File: src/rtl/character_pkg.sv
// character_pkg: shared state encoding, collision side indices and object type codes.
package character_pkg;
  typedef enum logic [1:0] {ALIVE, DYING, INVULN, GAME_OVER} char_state_e;
  localparam int UP = 3;
  localparam int DOWN = 2;
  localparam int LEFT = 1;
  localparam int RIGHT = 0;
  localparam int COIN = 102;
  localparam int MONSTER = 302;
  function automatic int timer_w(int a, int b);
    return ($clog2((a > b) ? a : b) < 1) ? 1 : $clog2((a > b) ? a : b);
  endfunction
endpackage

File: src/rtl/char_timer.sv
// char_timer: loadable down-counter that parks at zero and flags it.
module char_timer #(
  parameter int W = 7
) (
  input  logic         clk,
  input  logic         rst_n,
  input  logic         load,
  input  logic [W-1:0] load_val,
  output logic         zero
);
  logic [W-1:0] cnt;
  assign zero = cnt == '0;
  always_ff @(posedge clk)
    if (!rst_n) cnt <= '0;
    else cnt <= load ? load_val : zero ? cnt : cnt - 1'b1;
endmodule

File: src/rtl/character_state_ctrl.sv
// character_state_ctrl: life/score/state tracker for one character.
// Optional coin-driven extra life enabled by defining CHARACTER_EXTRA_LIFE_EN.
module character_state_ctrl
  import character_pkg::*;
#(
  parameter int TYPE_W = 11,
  parameter int SCORE_W = 11,
  parameter int LIFE_W = 4,
  parameter int INIT_LIFE = 3,
  parameter int COIN_TYPE = COIN,
  parameter int MONSTER_TYPE = MONSTER,
  parameter int COIN_POINTS = 1,
  parameter int STOMP_POINTS = 3,
`ifdef CHARACTER_EXTRA_LIFE_EN
  parameter int COINS_PER_LIFE = 100,
`endif
  parameter int DYING_CYCLES = 60,
  parameter int INVULN_CYCLES = 120
) (
  input  logic              clk,
  input  logic              rst_n,
  input  logic [3:0]        collision,
  input  logic [TYPE_W-1:0] collision_type,
  input  logic              collision_valid,
  input  logic              restart,
  output logic [1:0]        state,
  output logic [SCORE_W-1:0] score,
  output logic [LIFE_W-1:0] life,
  output logic              die_pulse,
  output logic              stomp_pulse,
`ifdef CHARACTER_EXTRA_LIFE_EN
  output logic              oneup_pulse,
`endif
  output logic              coin_pulse
);
  localparam int TIMER_W = timer_w(DYING_CYCLES, INVULN_CYCLES);
  localparam logic [SCORE_W:0] SCORE_MAX = {1'b0, {SCORE_W{1'b1}}};
  char_state_e state_q, state_d;
  logic [SCORE_W-1:0] score_d;
  logic [LIFE_W-1:0] life_d;
  logic die_d, stomp_d, coin_d, t_load, t_zero, monster, live, hit, stomp, coin;
  logic [TIMER_W-1:0] t_val;
  logic [SCORE_W:0] sum;
  logic unused_sides;
  assign unused_sides = ^{collision[UP], collision[LEFT], collision[RIGHT]};
  assign monster = collision_valid && collision_type == TYPE_W'(MONSTER_TYPE);
  assign hit = monster && !collision[DOWN];
  assign stomp = monster && collision[DOWN];
  assign coin = collision_valid && collision_type == TYPE_W'(COIN_TYPE);
  assign live = state_q == ALIVE || state_q == INVULN;
  assign sum = {1'b0, score} + ((live && stomp) ? (SCORE_W+1)'(STOMP_POINTS) :
                                (live && coin) ? (SCORE_W+1)'(COIN_POINTS) : '0);
  assign state = state_q;
`ifdef CHARACTER_EXTRA_LIFE_EN
  localparam int CNT_W = $clog2(COINS_PER_LIFE + 1);
  logic [CNT_W-1:0] coins_q, coins_d;
  logic oneup_d;
`endif
  always_comb begin
    state_d = state_q;
    life_d = life;
    stomp_d = live && stomp;
    coin_d = live && coin;
    score_d = sum > SCORE_MAX ? SCORE_MAX[SCORE_W-1:0] : sum[SCORE_W-1:0];
    die_d = 1'b0;
    t_load = 1'b0;
    t_val = '0;
    case (state_q)
      ALIVE: if (hit) begin
        state_d = DYING;
        life_d = life - 1'b1;
        die_d = 1'b1;
        t_load = 1'b1;
        t_val = TIMER_W'(DYING_CYCLES - 1);
      end
      DYING: if (t_zero) begin
        state_d = life == '0 ? GAME_OVER : INVULN;
        t_load = life != '0;
        t_val = TIMER_W'(INVULN_CYCLES - 1);
      end
      INVULN: if (t_zero) state_d = ALIVE;
      default: if (restart) begin
        state_d = ALIVE;
        score_d = '0;
        life_d = LIFE_W'(INIT_LIFE);
      end
    endcase
`ifdef CHARACTER_EXTRA_LIFE_EN
    // coins and monsters never coincide, so this cannot clash with a hit
    oneup_d = coin_d && coins_q == CNT_W'(COINS_PER_LIFE - 1);
    coins_d = (state_q == GAME_OVER && restart) || oneup_d ? '0 :
              coin_d ? coins_q + 1'b1 : coins_q;
    if (oneup_d && life != '1) life_d = life + 1'b1;
`endif
  end
  always_ff @(posedge clk)
    if (!rst_n) begin
      state_q <= ALIVE;
      score <= '0;
      life <= LIFE_W'(INIT_LIFE);
      die_pulse <= 1'b0;
      stomp_pulse <= 1'b0;
      coin_pulse <= 1'b0;
    end else begin
      state_q <= state_d;
      score <= score_d;
      life <= life_d;
      die_pulse <= die_d;
      stomp_pulse <= stomp_d;
      coin_pulse <= coin_d;
    end
`ifdef CHARACTER_EXTRA_LIFE_EN
  always_ff @(posedge clk)
    if (!rst_n) begin
      coins_q <= '0;
      oneup_pulse <= 1'b0;
    end else begin
      coins_q <= coins_d;
      oneup_pulse <= oneup_d;
    end
`endif
  char_timer #(.W(TIMER_W)) u_timer (
    .clk(clk),
    .rst_n(rst_n),
    .load(t_load),
    .load_val(t_val),
    .zero(t_zero)
  );
endmodule

File: config.mk
export PLATFORM = sky130hd
export DESIGN_NAME = character_state_ctrl
export DESIGN_NICKNAME = d
export VERILOG_FILES = /design/src/rtl/character_pkg.sv /design/src/rtl/char_timer.sv /design/src/rtl/character_state_ctrl.sv
export SDC_FILE = /design/constraint.sdc
export NUM_CORES = 1
export LEC_CHECK = 0
export BUFFER_PORTS_ARGS = -buffer_cell sky130_fd_sc_hd__buf_4
export CAP_MARGIN = 40
export CELL_PAD_IN_SITES_DETAIL_PLACEMENT = 1
export CELL_PAD_IN_SITES_GLOBAL_PLACEMENT = 1
export CORE_ASPECT_RATIO = 0.7
export CORE_MARGIN = 5
export CORE_UTILIZATION = 39
export DETAILED_ROUTE_END_ITERATION = 7
export GPL_ROUTABILITY_DRIVEN = 0
export HOLD_SLACK_MARGIN = 0.06
export PLACE_DENSITY = 0.79
export SLEW_MARGIN = 10
export SYNTH_ARGS = -nofsm -noshare
export SYNTH_HDL_FRONTEND = slang
export SYNTH_SLANG_ARGS = --single-unit
File: constraint.sdc
create_clock -name clk -period 3.3 [get_ports clk]
set_input_delay 0.495 -clock clk [delete_from_list [all_inputs] [get_ports clk]]
set_output_delay 0.495 -clock clk [all_outputs]
set_load 0.005 [all_outputs]
==> flow_summary.json <==
{
  "gr-usage-met2_pct": 26.86,
  "fin_tns_setup_ps": 0,
  "yosysMostFrequentCell": "dfxtp_1",
  "min_period_ps": 2800,
  "root_buffer": "clkbuf_8",
  "cts_resized": 0,
  "syn_inst": 170,
  "drt-total-wl_um": 4292,
  "chipHeight_um": 62.17,
  "critical_path_depth": 10,
  "finalSetupViolCount": 0,
  "finalHoldViolCount": 0,
  "num_vias": 1414,
  "syn-num-nets": 199,
  "numCtsBuffers": 3,
  "hp-class": "in2reg",
  "ys_seq_area_share_pct": 35.64,
  "fin_crit_sh_pct": 84.85,
  "syn_area_per_cell_um2": 8.920,
  "hold_depth": 3,
  "required_ps": 3490,
  "post_cts_buffers": 0,
  "outcome": "completed",
  "grtUsageTotal_pct": 16.71,
  "end_kind": "flip-flop",
  "clock_skew_ps": 17.45,
  "cts_hold_buffers": 0,
  "crit_family": "adder cells",
  "yosys-top-cells-count": "27 x dfxtp_1, 15 x a21oi_1, 13 x nor2_1",
  "rsz0062_at_grt": "false",
  "path_class": "reg2reg",
  "p_per_area_nw_per_um2": 472.3,
  "critPathBufInv": 2,
  "grt_pass1_vias": 1468,
  "nNetsFinal": 237,
  "drive_gt1_share_pct": 24.64,
  "overflow": 0,
  "synth_warnings": 0,
  "reg2reg_from": "state[0]",
  "max_freq_ghz": 0.3572,
  "cts_sinks": 27,
  "ff2ff_path_depth": 10,
  "synth.distinct_cells": 52,
  "drv_slew": 0,
  "use_met3_pct": 4.756,
  "drtIter0Drc": 87,
  "port_buffers": 35,
  "grt_pass1_wl_um": 7307,
  "drc_errors": 0,
  "antenna_cells": 0,
  "synthArstFlopShare_pct": 0,
  "leakagePower_nw": 0.7899,
  "cp-start-kind": "flip-flop",
  "grt_max_degree": 17,
  "dr.pass1.iters": 4,
  "synth_area_um2": 1516,
  "power.total_mw": 0.8923,
  "clkTransAtPathRegs_ps": 110,
  "slowest_delay_ps": 450,
  "yosysTopAreaCell": "dfxtp_1",
  "worst-slew-pin-transition_ps": 550.4,
  "tritoncts": "done",
  "io_pins": 39,
  "via_per_inst": 5.459,
  "clk_latency_ps": 290,
  "synth_edf_count": 0,
  "synthTopCellsByArea": "dfxtp_1 36%, ha_1 7.4%, a21oi_1 5.0%",
  "avgRoutedWirePerCell_um": 16.57,
  "crit_start": "state[0]",
  "ys.flop_type": "dfxtp_1",
  "ys_ff_latch": 27,
  "yosysTopAreaCellShare_pct": 35.64,
  "coreArea_um2": 3827,
  "antenna_found_initial": 0,
  "cp.arrival_ps": 2990,
  "max-slew-margin-rel_pct": 63.17,
  "grt.busiest_layer": "met2",
  "h-tree-depth": 1,
  "critPathSlowestCell": "dfxtp_1",
  "met1_usage_pct": 22.31,
  "hpwlAfterDp_um": 3337,
  "cp_max_fo": 13,
  "cts.path.max_buffers": 2,
  "fp.dieArea_um2": 5255,
  "syn_to_final_growth_pct": 24.59,
  "start_util_pct": 39.62,
  "fp.dieW_um": 84.53,
  "rows": 19,
  "cap_violations": 0,
  "ant_nets": 0,
  "crit_chain": "inv_1 -> ha_1 -> o21bai_1 -> nor2_1 -> ha_1 -> a21oi_1 -> buf_4 -> nor4b_1 -> nor2_1 -> a211oi_1",
  "vdd.ir_drop.worst_v": 0.0002169,
  "min_from": "collision_type[8]"
}
## power by group
group / internal (mW) / switching [mW] / total [mW]
clock network: 0.0861 / 0.115 / 0.201
registers: 0.355 / 0.0274 / 0.382
logic: 0.145 / 0.163 / 0.309
total: 0.586 / 0.306 / 0.892
## cell type report
| type | count | area, um^2 |
|---|---|---|
| Clock buffer | 3 | 41.29 |
| Clock inverter | 1 | 7.507 |
| Fill cell | 467 | 1938 |
| Inverter | 13 | 48.80 |
| Multi-Input combinational cell | 127 | 915.9 |
| Sequential cell | 27 | 540.5 |
| Tap cell | 52 | 65.06 |
| Timing Repair Buffer | 36 | 270.3 |
## per-layer routing
layer / vias to the layer above / share of wire, %
met3: 4 / 6.1
li1: 690 / -
met2: 41 / 45
met1: 679 / 48
met4: 0 / 0.54
met5: - / 0
## layout by cell type, fill, tap and decap left out, types with 7 or more instances in the layout
cell type	n
nor2_1	13
buf_4	36
nand2_1	9
nor3_1	7
xnor2_1	7
dfxtp_1	27
a21oi_1	15
inv_1	12
ha_1	9
## path summary, 6_finish.rpt
path                                   end  slack [ps]
worst max-delay path              score[9]         500
worst min-delay path            coin_pulse         480
worst max register to register    score[9]         500
worst min register to register    score[9]         540
## per-stage QoR
step                util (%)  setup WS (ps)  instance area [um^2]  hold WS (ps)  std cells
detailed placement     48.09          551.8                  1841         528.4        255
finish                 49.36          500.1                  1889         476.4        259
global route           49.36          196.3                  1889         465.7        259
CTS                    49.36          490.5                  1889         471.5        259
floorplan                  -          926.7                  1516         487.9        170
global placement       48.09          616.8                  1841         511.1        255
## cell families after synthesis
logic type / after synthesis / share of synthesized area, %
and+or+nand+nor: 62 / 24.59
AOI/OAI and AO/OA: 42 / 19.23
DFF: 27 / 35.64
buffers and inverters: 16 / 3.960
adders and majority gates: 10 / 8.746
xor gates and xnor gates: 9 / 5.198
muxes: 4 / 2.640
## sequential cells by signal, summed over array words and instances, names as in the netlist
signal	count
die_pulse	1
stomp_pulse	1
coin_pulse	1
u_timer.cnt	7
state	2
score	11
life	4
## worst reg2reg max path, stage by stage (launching register included)
cell	delay, ps
dfxtp_1	450
inv_1	130
ha_1	410
o21bai_1	350
nor2_1	140
ha_1	300
a21oi_1	100
buf_4	170
nor4b_1	420
nor2_1	80
a211oi_1	200
Note: power is estimated with default switching activity, not from simulation.
